$ cat src/rtl/count_seq_ctrl.sv
// count_seq_ctrl: programmable window sequencer for the 3-bit counter datapath.
// Steps q through [lo, hi] in up, down or bounce order for a set number of rounds.
module count_seq_ctrl #(
    parameter int W  = 3,
    parameter int RW = 4
) (
    input  logic          clk,
    input  logic          reset,
    input  logic          start,
    input  logic          stop,
    input  logic [1:0]    mode,
    input  logic [W-1:0]  lo,
    input  logic [W-1:0]  hi,
    input  logic [RW-1:0] rounds,
    output logic [W-1:0]  q,
    output logic          dir,
    output logic          busy,
    output logic          done,
    output logic          err
);

    localparam logic [1:0] S_IDLE = 2'd0;
    localparam logic [1:0] S_RUN  = 2'd1;
    localparam logic [1:0] S_DONE = 2'd2;

    localparam logic [1:0] M_UP     = 2'b00;
    localparam logic [1:0] M_DOWN   = 2'b01;
    localparam logic [1:0] M_BOUNCE = 2'b10;

    logic [1:0]    state_q, state_d;
    logic [W-1:0]  q_q, q_d;
    logic          dir_q, dir_d;
    logic          busy_q, busy_d;
    logic          done_q, done_d;
    logic          err_q, err_d;
    logic [RW-1:0] rcnt_q, rcnt_d;
    logic [1:0]    mode_q, mode_d;
    logic [W-1:0]  lo_q, lo_d;
    logic [W-1:0]  hi_q, hi_d;
    logic [RW-1:0] rounds_q, rounds_d;

    logic illegal;
    logic last;

    assign illegal = (lo > hi) || (mode == 2'b11) ||
                     ((mode == M_BOUNCE) && (lo == hi));

    // rounds == 0 never matches, so the run continues until stop
    assign last = (rounds_q != '0) && (rcnt_q == rounds_q - 1'b1);

    always_comb begin
        state_d  = state_q;
        q_d      = q_q;
        dir_d    = dir_q;
        rcnt_d   = rcnt_q;
        mode_d   = mode_q;
        lo_d     = lo_q;
        hi_d     = hi_q;
        rounds_d = rounds_q;
        err_d    = 1'b0;
        case (state_q)
            S_IDLE: begin
                if (start) begin
                    if (illegal) begin
                        err_d = 1'b1;
                    end else begin
                        mode_d   = mode;
                        lo_d     = lo;
                        hi_d     = hi;
                        rounds_d = rounds;
                        rcnt_d   = '0;
                        state_d  = S_RUN;
                        if (mode == M_DOWN) begin
                            q_d   = hi;
                            dir_d = 1'b1;
                        end else begin
                            q_d   = lo;
                            dir_d = 1'b0;
                        end
                    end
                end
            end
            S_RUN: begin
                if (stop) begin
                    state_d = S_IDLE;
                end else begin
                    case (mode_q)
                        M_UP: begin
                            if (q_q != hi_q) begin
                                q_d = q_q + 1'b1;
                            end else if (last) begin
                                state_d = S_DONE;
                            end else begin
                                q_d    = lo_q;
                                rcnt_d = rcnt_q + 1'b1;
                            end
                        end
                        M_DOWN: begin
                            if (q_q != lo_q) begin
                                q_d = q_q - 1'b1;
                            end else if (last) begin
                                state_d = S_DONE;
                            end else begin
                                q_d    = hi_q;
                                rcnt_d = rcnt_q + 1'b1;
                            end
                        end
                        M_BOUNCE: begin
                            if (!dir_q) begin
                                if (q_q != hi_q) begin
                                    q_d = q_q + 1'b1;
                                end else begin
                                    q_d   = hi_q - 1'b1;
                                    dir_d = 1'b1;
                                end
                            end else if (q_q != lo_q) begin
                                q_d = q_q - 1'b1;
                            end else if (last) begin
                                state_d = S_DONE;
                            end else begin
                                q_d    = lo_q + 1'b1;
                                dir_d  = 1'b0;
                                rcnt_d = rcnt_q + 1'b1;
                            end
                        end
                        default: state_d = S_IDLE;
                    endcase
                end
            end
            S_DONE:  state_d = S_IDLE;
            default: state_d = S_IDLE;
        endcase
        busy_d = (state_d == S_RUN);
        done_d = (state_d == S_DONE);
    end

    always_ff @(posedge clk or negedge reset) begin
        if (!reset) begin
            state_q  <= S_IDLE;
            q_q      <= '0;
            dir_q    <= 1'b0;
            busy_q   <= 1'b0;
            done_q   <= 1'b0;
            err_q    <= 1'b0;
            rcnt_q   <= '0;
            mode_q   <= '0;
            lo_q     <= '0;
            hi_q     <= '0;
            rounds_q <= '0;
        end else begin
            state_q  <= state_d;
            q_q      <= q_d;
            dir_q    <= dir_d;
            busy_q   <= busy_d;
            done_q   <= done_d;
            err_q    <= err_d;
            rcnt_q   <= rcnt_d;
            mode_q   <= mode_d;
            lo_q     <= lo_d;
            hi_q     <= hi_d;
            rounds_q <= rounds_d;
        end
    end

    assign q    = q_q;
    assign dir  = dir_q;
    assign busy = busy_q;
    assign done = done_q;
    assign err  = err_q;

endmodule

$ cat config.mk
export PLATFORM = sky130hd
export DESIGN_NAME = count_seq_ctrl
export DESIGN_NICKNAME = d
export VERILOG_FILES = /design/src/rtl/count_seq_ctrl.sv
export SDC_FILE = /design/constraint.sdc
export NUM_CORES = 1
export LEC_CHECK = 0
export CAP_MARGIN = 10
export CORE_ASPECT_RATIO = 1.4
export CORE_MARGIN = 5
export CORE_UTILIZATION = 60
export CTS_CLUSTER_SIZE = 14
export DETAILED_ROUTE_END_ITERATION = 16
export DONT_BUFFER_PORTS = 1
export GPL_TIMING_DRIVEN = 0
export PLACE_DENSITY = 0.8
export SYNTH_ARGS = -nofsm -noshare
export SYNTH_HDL_FRONTEND = slang
export SYNTH_SLANG_ARGS = --single-unit
$ cat constraint.sdc
create_clock -name clk -period 2.55 [get_ports clk]
set_input_delay 0.6375 -clock clk [delete_from_list [all_inputs] [get_ports clk]]
set_output_delay 0.6375 -clock clk [all_outputs]
set_load 0.02 [all_outputs]
# Word-level counts from Yosys, hierarchy flattened
# Index checks and enable logic that the tools add are counted.
[classes] add_sub_neg=6 n_lt_le_gt_ge=1 n_eq_ne=22 muxes=45 bitwise_logic=1 n_reduce_logical=12
[op_table] cell="$mux 3" n=12
[op_table] cell="$mux 4" n=7
[op_table] cell="$mux 2" n=7
[op_table] cell="$mux 1" n=12
[op_table] cell="$pmux 4 s3" n=1
[op_table] cell="$pmux 3 s3" n=1
[op_table] cell="$eq 2x1->1 const B" n=4
[op_table] cell="$eq 2x2->1 const B" n=4
[op_table] cell="$ne 2x2->1 const B" n=4
[op_table] cell="$ne 4x4->1 const B" n=2
[op_table] cell="$pmux 4 s2" n=1
[op_table] cell="$reduce_and 8->1" n=1
[op_table] cell="$reduce_and 7->1" n=1
[op_table] cell="$add 3x1->3 const B" n=2
[op_table] cell="$ne 3x3->1" n=2
[op_table] cell="$ne 3x3->1 const B" n=2
[op_table] cell="$pmux 2 s3" n=1
[op_table] cell="$pmux 3 s2" n=1
[op_table] cell="$sub 3x1->3 const B" n=2
[op_table] cell="$ne 5x5->1 const B" n=1
[op_table] cell="$reduce_and 5->1" n=1
[op_table] cell="$add 4x1->4 const B" n=1
[op_table] cell="$eq 4x4->1" n=1
[op_table] cell="$logic_not 2->1" n=2
[op_table] cell="other kinds (12)" n=14
[totals] ff_bits=25 inputBits=16 out_inout_bits=7 word_cells=98

# Longest topological paths before layout
[logic_depth] depth_word=10 ltp_mapped=8 depth_no_buf=8

# Worst setup path before layout
# OpenSTA, ideal clock, no wires.
[synth_path] kind="input to register" from="in lo[0]" to="reg lo_q[0]" setup_ps=125 t_arrival_ps=2228 required_ps=2425 path_slack_ps=197 path_stages=7 n_path_buf=1 path_cell_list="inv_1 -> ha_1 -> a31oi_1 -> o21ai_0 -> a21oi_2 -> clkbuf_1 -> mux2_2"
[synth_between] elab_chain_len=5 elab_cells_between_ends=7 cone_classes="1 x order compare; 1 x eq/ne; 1 x bitwise; 4 x reduce/logical"
[synth_rtl] item="start: declaration" line_no="12" source="input logic [W-1:0] lo,"
[synth_rtl] item="$gt 3x3->1 / $eq 3x3->1 (equally long branches)" line_no="45, 46"
[synth_rtl] item="$logic_or 1x1->1 / $logic_and 1x1->1 (equally long branches)" line_no="45, 46"
[synth_rtl] item="$logic_or 1x1->1" line_no="45" source="assign illegal = (lo > hi) || (mode == 2'b11) ||"
[synth_rtl] item="$not 1->1 (no line)"
[synth_rtl] item="$reduce_and 3->1 (no line)"
[synth_rtl] item="end signal: assignment" line_no="159" source="lo_q <= lo_d;"
[synth_rtl] item="end: declaration" line_no="38" source="logic [W-1:0] lo_q, lo_d;"
# Several ways; a longest one is shown, not always the timed one.
# A chain may end at the register's enable or synchronous reset.

# Final worst setup path
[layout_path] from="reg rounds_q[0]" to="reg done_q (netlist: done)"
[layout_between] elab_chain_len=10 elab_cells_between_ends=12 cone_classes="1 x add/sub; 2 x eq/ne; 7 x mux; 2 x reduce/logical"
[layout_rtl] item="start: declaration" line_no="40" source="logic [RW-1:0] rounds_q, rounds_d;"
[layout_rtl] item="start signal: assignment" line_no="161" source="rounds_q <= rounds_d;"
[layout_rtl] item="$sub 4x1->4" line_no="49" source="assign last = (rounds_q != '0) && (rcnt_q == rounds_q - 1'b1);"
[layout_rtl] item="$eq 4x4->1" line_no="49"
[layout_rtl] item="$logic_and 1x1->1 (*)" line_no="49"
[layout_rtl] item="$mux 2 (*)" line_no="91, 101, 118"
[layout_rtl] item="$mux 2" line_no="116" source="end else if (q_q != lo_q) begin"
[layout_rtl] item="$mux 2" line_no="109" source="if (!dir_q) begin"
[layout_rtl] item="$pmux 2 s3 (*)" line_no="87" source="case (mode_q)"
[layout_rtl] item="$mux 2 (*)" line_no="84" source="if (stop) begin"
[layout_rtl] item="$pmux 2 s2 (*)" line_no="61" source="case (state_q)"
[layout_rtl] item="net state_d[0]" line_no="30" source="logic [1:0] state_q, state_d;"
[layout_rtl] item="$eq 2x2->1 (*)" line_no="134" source="done_d = (state_d == S_DONE);"
[layout_rtl] item="net done_d" line_no="34" source="logic done_q, done_d;"
[layout_rtl] item="end signal: assignment" line_no="155" source="done_q <= done_d;"
[layout_rtl] item="end: declaration" line_no="34"
# The timed path passes the listed nets; every way through them passes the cells marked *.

==> reports/metrics.cfg <==
[cells_and_area]
utilization_pct=66.6
final_common_cell=dfrtp_1
area_delta_synth_final_pct=6.25
diodes=0
drive_gt1_share_pct=13.1
fill_cells=222
final_cell_mix=dfrtp_1 (25), nor2_1 (18), inv_1 (16)
nets=236

[power_and_ir_drop]
power.share.combinational_pct=59.2
pwr-share-seq_pct=31.5
p_int_w=0.00129
swShare_pct=49.4
switching_power_w=0.00126
p_leak_nw=0.844
p_per_area_nw_per_um2=1310
clkPwrFrac_pct=9.3
vdd_drop_max_uv=1050

[sta]
fmax_mhz=417
hold_viol_final=0
rsz0062_at_grt=false
slew_viol_final=0
fin_crit_sh_pct=94.1
slew_headroom_pct=64.5
period_minus_slack_ns=2.40
final.setup_skew_ns=0.00447
worst_pin_slew_ns=0.529
setup_viol=0
whs_ns=0.0508
tns_ns=0

[global_route]
grt_max_degree=26
grt-ovfl-total=0
track_usage_pct=22.7
grt_pass1_vias=1564
grt_pass1_wl_um=7500
antenna_found_initial=0

[critical_path]
critPathLaunchType=flop
reg2reg_from=rounds_q[0]$_DFFE_PN0P_
timing.rr.end=done$_DFF_PN0_
cp_num_buf_inv=1
critical_path_class=reg2reg
required_ns=2.74
end_kind=flop
cp_max_fo=5
slowest_delay_ns=0.48
slowest_stage=xor3_1
arrival_ns=2.59
ff2ff_path_depth=8
r2r_slack_ns=0.15
critical_path.top_delay_family=simple AND/OR/NAND/NOR gates
cp_cell_sequence=inv_1 -> ha_1 -> xor3_1 -> a2111oi_4 -> and2_4 -> a211oi_1 -> or3_4 -> nor3_2

[logic_synthesis]
syn_area_per_cell_um2=9.06
synth_top_flop_cell=dfrtp_1
synthCells=201
yosysWarningCount=0
yosysUniqueCellTypes=46
synthesis.area_um2=1820
ys_async_sr_fraction_pct=100
ys_ff_latch=25
yosysSeqAreaShare_pct=34.4
syn_nets=230
synth_edf_count=0

[outcome]
outcome=finished clean

[floorplanning]
row_count=23
core_area_um2=2910
dieArea_um2=4250
start_util_pct=62.6
io_pins=23
die_w_um=56.6
die_y_um=75.2

[placed_design]
hpwl_um=3390
io_buffers=0
gp_congestion=0.888

[detailed_routing]
first_iter_violations=97
vias_per_cell=6.27
vias=1523
maxUsedRoutingLayer=met4
drc_errors=0
met3_length_um=247
firstDrtPassIters=4
wl_per_cell_um=17.8
drt_wl_total_um=4320
wl_met2_um=2300
wl_met1_um=1650
ant_nets=0

[cts]
clockRootBuffer=clkbuf_8
cts_hold_buf=0
htree_num_levels=1
clkSlewWorstSetupHoldPaths_ns=0.09
clock_sinks=25
cts_made_buffers=3
clk_path_buf_depth=2
clock_latency_ns=0.27
cts_tree=done

[min_path]
hp-class=in2async

[flow_run]
drv_cap=0

[kinds of logic after synthesis]
family	count (synthesis)	synth area share, %
buffers and inverters	22	4.67
AO/OA/AOI/OAI	54	19.2
XOR/XNOR	12	7.01
multiplexers	13	7.90
flip-flops	25	34.4
adder cells (fa/ha/maj)	13	8.93
AND/OR/NAND/NOR	62	17.9
[power by group through the flow]
stage | clock network, W | logic, W | registers (W)
after floorplan | 0 | 0.00115 | 0.000748
after global placement | 0 | 0.00138 | 0.000802
after detailed placement | 0 | 0.00143 | 0.000811
after CTS | 0.000242 | 0.00144 | 0.000802
after global routing | 0.000264 | 0.00167 | 0.000831
final | 0.000236 | 0.00150 | 0.000801
[worst max-delay path by stage]
stage                             from                 endpoint  slack, ns  cells past startpoint
3_5_place_dp                     lo[0]      lo_q[2]$_DFFE_PN0P_      -0.18                      7
6_report       rounds_q[0]$_DFFE_PN0P_           done$_DFF_PN0_       0.15                      8
2_1_floorplan                    lo[0]      lo_q[0]$_DFFE_PN0P_       0.20                      7
3_3_place_gp                     lo[0]  rounds_q[3]$_DFFE_PN0P_      -0.10                      7
5_1_grt        rounds_q[0]$_DFFE_PN0P_           done$_DFF_PN0_       0.02                      8
4_1_cts                          lo[0]      lo_q[2]$_DFFE_PN0P_        0.1                      7
[registers in the layout (all words and copies together), names as in the netlist]
name      cells
mode_q        2
dir           1
rcnt_q        4
hi_q          3
state_q       2
rounds_q      4
done          1
busy          1
lo_q          3
err           1
q             3
[worst reg2reg max path, cell delays in order (launching register included)]
cell and delay [ns]:
dfrtp_1 0.41, inv_1 0.08, ha_1 0.22, xor3_1 0.48, a2111oi_4 0.27, and2_4 0.23
a211oi_1 0.07, or3_4 0.40, nor3_2 0.17
[metal layers]
layer,global-route usage [%],up-vias
met5,0,-
met4,11.3,0
met3,3.77,11
met2,40.7,55
met1,26.3,733
li1,-,724
[cells in the mapped netlist (all sizes together), types with 3 or more instances]
master  instances  area [µm²]
a211oi          3        22.5
a21oi          14        73.8
and3            3        18.8
clkbuf          4        15.0
dfrtp          25         626
ha             13         163
inv            16        60.1
mux2           11         124
nand2          12        45.0
nand3           4        20.0
nor2           18        67.6
nor2b           6        37.5
nor3            8        56.3
o21a            3        22.5
o21ai          15        75.1
or3             3        23.8
xnor2           3        26.3
xor2            8        77.6
[what timing repair did]
action / 4_1_cts / 5_1_grt
resized for setup: 0 / 3
setup buffers: 0 / 1
setup endpoints to repair: 0 / 8
[per-stage QoR]
stage / setup slack (ns) / area, µm² / std cells / total power [W]
after floorplan: 0.197 / 1820 / 201 / 0.00190
after detailed placement: -0.184 / 1870 / 238 / 0.00224
after CTS: 0.0972 / 1910 / 242 / 0.00249
after global placement: -0.103 / 1870 / 238 / 0.00218
after global routing: 0.0189 / 1930 / 243 / 0.00276
final: 0.150 / 1930 / 243 / 0.00254
[layout make-up]
cell class              instances  area (µm²)  share of cell area [%]
clock inverters                 1        5.00                   0.259
well taps                      37        46.3                    2.39
flip-flops and latches         25         626                    32.3
repair buffers                  1        7.51                   0.388
inverters                      16        60.1                    3.10
multi-input cells             154        1120                    58.0
plain buffers                   6        26.3                    1.36
clock buffers                   3        41.3                    2.13
No activity file was read; power rests on OpenSTA's default activity.
